--- src/rtl/mips_debug_pkg.sv ---
// Shared definitions for the MIPS debug loader: FSM state encoding and the
// default end-of-program marker word.
package mips_debug_pkg;

  typedef enum logic [2:0] {
    IDLE  = 3'd0,
    LOAD  = 3'd1,
    FLUSH = 3'd2,
    RUN   = 3'd3,
    DONE  = 3'd4
  } state_t;

  localparam logic [31:0] DEFAULT_HALT_WORD = 32'hFFFF_FFFF;
  localparam int unsigned BYTE_W            = 8;

endpackage

--- src/rtl/word_assembler.sv ---
// Packs accepted serial bytes MSB-first into NB_DATA-bit words; word_done
// flags the byte that completes a word, with word_next holding that word.
module word_assembler
  import mips_debug_pkg::*;
#(
  parameter int unsigned NB_DATA = 32
) (
  input  logic               clk,
  input  logic               rst,
  input  logic               clr,
  input  logic               byte_valid,
  input  logic [BYTE_W-1:0]  byte_in,
  output logic [NB_DATA-1:0] word_next,
  output logic               word_done
);

  localparam int unsigned NB_BYTES = NB_DATA / BYTE_W;
  localparam int unsigned CNT_W    = (NB_BYTES > 1) ? $clog2(NB_BYTES) : 1;

  // Only the low bytes need storing; the completing byte arrives live.
  logic [NB_DATA-BYTE_W-1:0] shift_q;
  logic [CNT_W-1:0]          cnt_q;

  assign word_next = {shift_q, byte_in};
  assign word_done = byte_valid && (cnt_q == CNT_W'(NB_BYTES - 1));

  always_ff @(posedge clk or posedge rst) begin
    if (rst) begin
      shift_q <= '0;
      cnt_q   <= '0;
    end else if (clr) begin
      shift_q <= '0;
      cnt_q   <= '0;
    end else if (byte_valid) begin
      shift_q <= word_next[NB_DATA-BYTE_W-1:0];
      cnt_q   <= word_done ? '0 : cnt_q + 1'b1;
    end
  end

endmodule

--- src/rtl/debug_loader.sv ---
// Debug loader: receives a program byte-stream into the pipeline instruction
// memory, pulses the pipeline reset, then runs it freely or single-stepped.
module debug_loader
  import mips_debug_pkg::*;
#(
  parameter int unsigned        NB_DATA    = 32,
  parameter int unsigned        MAX_INSTR  = 256,
  parameter int unsigned        RST_CYCLES = 2,
  parameter logic [NB_DATA-1:0] HALT_WORD  = DEFAULT_HALT_WORD
) (
  input  logic                       clk,
  input  logic                       i_rst,
  input  logic [7:0]                 i_rx_data,
  input  logic                       i_rx_valid,
  output logic                       o_rx_ready,
  input  logic                       i_start,
  input  logic                       i_stop,
  input  logic                       i_step_mode,
  input  logic                       i_step,
  output logic                       o_we_IF,
  output logic [NB_DATA-1:0]         o_instruction_data,
  output logic                       o_pipe_rst_n,
  output logic                       o_halt,
  output logic [$clog2(MAX_INSTR):0] o_instr_count,
  output logic                       o_overflow,
  output logic [2:0]                 o_state
);

  localparam int unsigned CW = $clog2(MAX_INSTR) + 1;
  localparam int unsigned FW = $clog2(RST_CYCLES + 1);

  state_t               state, next_state;
  logic [FW-1:0]        flush_cnt;
  logic                 step_d, step_go;
  logic                 load_start, byte_fire, word_done;
  logic [NB_DATA-1:0]   word_next;

  assign byte_fire = i_rx_valid && o_rx_ready;
  assign o_state   = state;

  word_assembler #(.NB_DATA(NB_DATA)) u_asm (
    .clk        (clk),
    .rst        (i_rst),
    .clr        (load_start),
    .byte_valid (byte_fire),
    .byte_in    (i_rx_data),
    .word_next  (word_next),
    .word_done  (word_done)
  );

  always_ff @(posedge clk or posedge i_rst) begin
    if (i_rst) state <= IDLE;
    else       state <= next_state;
  end

  always_ff @(posedge clk or posedge i_rst) begin
    if (i_rst) begin
      o_we_IF            <= 1'b0;
      o_instruction_data <= '0;
      o_instr_count      <= '0;
      o_overflow         <= 1'b0;
      flush_cnt          <= '0;
      step_d             <= 1'b0;
      step_go            <= 1'b0;
    end else begin
      o_we_IF   <= word_done;
      step_d    <= i_step;
      step_go   <= (state == RUN) && i_step && !step_d;
      flush_cnt <= (state == FLUSH) ? flush_cnt + 1'b1 : '0;
      if (load_start) begin
        o_instr_count <= '0;
        o_overflow    <= 1'b0;
      end else if (word_done) begin
        o_instruction_data <= word_next;
        o_instr_count      <= o_instr_count + 1'b1;
        if (o_instr_count == CW'(MAX_INSTR - 1)) o_overflow <= 1'b1;
      end
    end
  end

  // The FLUSH decision is taken on the completing byte, so the final write
  // lands in the first FLUSH cycle and no further byte is accepted.
  always_comb begin
    next_state   = state;
    o_rx_ready   = 1'b0;
    o_pipe_rst_n = 1'b0;
    o_halt       = 1'b1;
    load_start   = 1'b0;
    case (state)
      IDLE: begin
        if (i_start) begin
          next_state = LOAD;
          load_start = 1'b1;
        end
      end
      LOAD: begin
        o_rx_ready   = 1'b1;
        o_pipe_rst_n = 1'b1;
        o_halt       = 1'b0;
        if (word_done && (word_next == HALT_WORD ||
                          o_instr_count == CW'(MAX_INSTR - 1)))
          next_state = FLUSH;
      end
      FLUSH: begin
        if (flush_cnt == FW'(RST_CYCLES - 1)) next_state = RUN;
      end
      RUN: begin
        o_pipe_rst_n = 1'b1;
        o_halt       = i_step_mode && !step_go;
        if (i_stop) next_state = DONE;
      end
      DONE: begin
        o_pipe_rst_n = 1'b1;
        if (i_start) begin
          next_state = LOAD;
          load_start = 1'b1;
        end
      end
      default: next_state = IDLE;
    endcase
  end

endmodule

--- config.mk ---
export PLATFORM = sky130hd
export DESIGN_NAME = debug_loader
export DESIGN_NICKNAME = d
export VERILOG_FILES = /design/src/rtl/mips_debug_pkg.sv /design/src/rtl/word_assembler.sv /design/src/rtl/debug_loader.sv
export SDC_FILE = /design/constraint.sdc
export NUM_CORES = 1
export LEC_CHECK = 0
export CAP_MARGIN = 20
export CORE_UTILIZATION = 55
export DETAILED_ROUTE_END_ITERATION = 16
export GPL_ROUTABILITY_DRIVEN = 0
export HOLD_SLACK_MARGIN = 0.12
export PLACE_DENSITY = 0.95
export REMOVE_ABC_BUFFERS = 1
export SYNTH_ARGS = -nofsm -noshare
export SYNTH_HDL_FRONTEND = slang
export SYNTH_SLANG_ARGS = --single-unit
--- constraint.sdc ---
create_clock -name clk -period 4.9 [get_ports clk]
set_input_delay 0.735 -clock clk [delete_from_list [all_inputs] [get_ports clk]]
set_output_delay 0.735 -clock clk [all_outputs]
set_load 0.02 [all_outputs]
==> out/qor.yml <==
worst_hold_path:
  whs_path_depth: 1
  whs_endpoint: "flush_cnt[0]"
  hp-start: "flush_cnt[0]"
  hold_class: "flip-flop to flip-flop"
cells_and_area:
  utilization: 0.729
  fin_nets: 361
  finalNonFillerCells: 418
  diodes: 0
  drive_gt1_frac: 0.159
  fillers: 376
  final_cell_mix: "dfrtp_1 (76), clkdlybuf4s50_1 (63), nand2_1 (60), mux2_2 (33), o21ai_0 (30)"
  syn_to_final_growth_pct: 26.6
  layout_commonest_cell: "dfrtp_1"
worst_setup_path:
  critPathKind: "input pin to primary output"
  slowest_delay_ns: 0.64
  crit_arrival_ns: 2.05
  r2r_start: "o_state[1]"
  critPathSlowestCell: "clkdlybuf4s50_1"
  reg2regPathDepth: 5
  rr_endpoint: "o_instr_count[6]"
  start_kind: "input pin"
  r2r_slack_ns: 2.47
  cp_max_fo: 1
  cpMostUsedCell: "clkdlybuf4s50_1"
  crit_path_end_kind: "primary output"
  cp.required_ns: 4.16
  path_cells: "clkdlybuf4s50_1 -> nand2_1 -> o21ai_0 -> clkdlybuf4s50_1"
routing:
  vias: 2383
  drc: 0
  ant_nets: 0
  via_per_inst: 5.70
  wl_per_cell_um: 16.9
  initialDrtViolationCount: 228
  drt-total-wl_mm: 7.07
  drtPass1Iterations: 4
logic_synthesis:
  yosys-top-cells-area: "dfrtp_1 (60%), mux2_2 (12%), nand2_1 (7.1%)"
  ys_warn_count: 0
  synth_top_area_cell: "dfrtp_1"
  synth_top_area_share: 0.597
  ys_types: 35
  syn-mean-instance-area_um2: 11.4
  syn_inst: 280
  netlist_area_mm2: 0.00319
  synth-seq-cells: 76
  ys_seq_area_frac: 0.597
floorplan:
  placementRows: 27
  io_pins: 64
  die_h_um: 78.1
  fp.dieW_um: 78.1
  core_area_mm2: 0.00554
  die_area_mm2: 0.00611
  start_util: 0.575
cts:
  cts_buffer_depth: 2
  h-tree-depth: 3
  cts_sinks: 76
  cts_root_buffer: "clkbuf_8"
  path_clk_slew_ns: 0.07
  cts_tree: "built"
  ctsResizeCount: 0
  holdBufCountCts: 0
  cts_setup_buffers: 0
  cts_made_buffers: 9
  insertion_delay_ns: 0.36
global_route:
  antenna_found_initial: 0
  grt_first_pass_wirelength_mm: 11.7
  grt_pass1_vias: 2398
  grt-ovfl-total: 0
  grtUsageTotal: 0.256
  grt_max_degree: 40
sta:
  fmax_mhz: 359
  max_slew_margin: 0.327
  tightest_slew_ns: 1.01
  clock_skew_ns: 0.00954
  setup-violations-final: 0
  fin_crit_sh: 0.568
  finalMaxSlewViolations: 0
  finalSetupTns_ns: 0
  hold_viol: 0
  grt_setup_unrepaired: "false"
  min_period_ns: 2.78
placement:
  hpwl_mm: 4.73
  port_buffers: 63
  place_inst: 403
outcome:
  run_status: "complete, no violations"
job:
  drv_cap: 0
pwr:
  leakage_nw: 1.80
  power_per_cell_area_mw_per_mm2: 526
  ir_drop_uv: 370
logic make-up (layout without fill, tap and decap cells):
group	count (synthesis)	count (layout)	share of synthesized area
buffers and inverters	18	84	0.0298
AOI/OAI and AO/OA	37	37	0.0616
adders and majority gates	4	4	0.0157
muxes	36	36	0.126
xor gates and xnor gates	3	3	0.00824
and+or+nand+nor	106	106	0.162
DFF	76	76	0.597
worst max path at each step:
stage / to / slack (ns) / start
after floorplan: o_instr_count[6] / 2.03 / i_rx_valid
after global placement: o_instr_count[7] / 2.00 / i_rx_valid
after detailed placement: o_instr_count[6] / 1.93 / i_rx_valid
after CTS: o_halt / 2.12 / i_step_mode
after global routing: o_halt / 2.03 / i_step_mode
final: o_halt / 2.12 / i_step_mode
where the power goes:
| group | internal, mW | leakage, nW | switching, mW |
|---|---|---|---|
| Clock | 0.243 | 0.0979 | 0.220 |
| Combinational | 0.388 | 0.746 | 0.359 |
| Sequential | 0.796 | 0.961 | 0.119 |
cells in the mapped netlist:
library cell and count:
a2111oi_0 1, a21o_1 1, a21oi_1 4, a311o_1 1, and2_1 2, and3_1 3, and4_1 1, and4b_1 1
and4bb_1 1, buf_1 1, buf_2 2, buf_6 3, clkbuf_1 8, dfrtp_1 76, ha_1 4, inv_1 3
inv_4 1, mux2_2 33, mux2i_1 3, nand2_1 60, nand2_8 1, nand2b_1 1, nand3_1 6, nand3_4 1
nand3b_1 1, nand4_1 9, nor2_1 12, nor2b_1 1, nor3_1 1, nor3b_1 1, nor4_1 2, o21ai_0 30
or2b_1 1, or4_1 1, xor2_1 3
layer usage:
metal | share of wire | up-vias | wire [µm] | track usage
li1 | - | 1085 | - | -
met1 | 0.41 | 1180 | 2900 | 0.316
met2 | 0.50 | 92 | 3530 | 0.411
met3 | 0.057 | 26 | 405 | 0.0628
met4 | 0.032 | 0 | 228 | 0.150
met5 | 0 | - | 0 | 0
area by class of cell:
type,count,area (µm²),area share
repair buffers,65,646,0.160
clock buffers,10,138,0.0341
flip-flops and latches,76,1900,0.471
multi-input cells,186,1190,0.295
inverters,4,17.5,0.00434
clock inverters,5,52.6,0.0130
well taps,72,90.1,0.0223
registers in the layout (all words and copies together), names as in the netlist:
| name | flops |
|---|---|
| o_we_IF | 1 |
| o_state | 3 |
| o_instr_count | 9 |
| u_asm.shift_q | 24 |
| o_instruction_data | 32 |
| step_d | 1 |
| flush_cnt | 2 |
| step_go | 1 |
| o_overflow | 1 |
| u_asm.cnt_q | 2 |
stage by stage:
| stage | cell area [µm²] | hold WS, ns | total power, mW | worst slack [ns] |
|---|---|---|---|---|
| global route | 4040 | 0.454 | 2.22 | 2.03 |
| detailed placement | 3850 | 0.430 | 1.67 | 1.93 |
| global placement | 3850 | 0.418 | 1.64 | 2.00 |
| floorplan | 3110 | 0.408 | 1.31 | 2.03 |
| finish | 4040 | 0.439 | 2.12 | 2.12 |
| CTS | 4040 | 0.440 | 2.14 | 2.12 |
worst max-delay path: cells and delay by family:
kind	cells	cell delay [ns]
compound gates	1	0.17
simple gates	1	0.05
buf+inv	2	1.09
(Power assumes the default switching activity.)
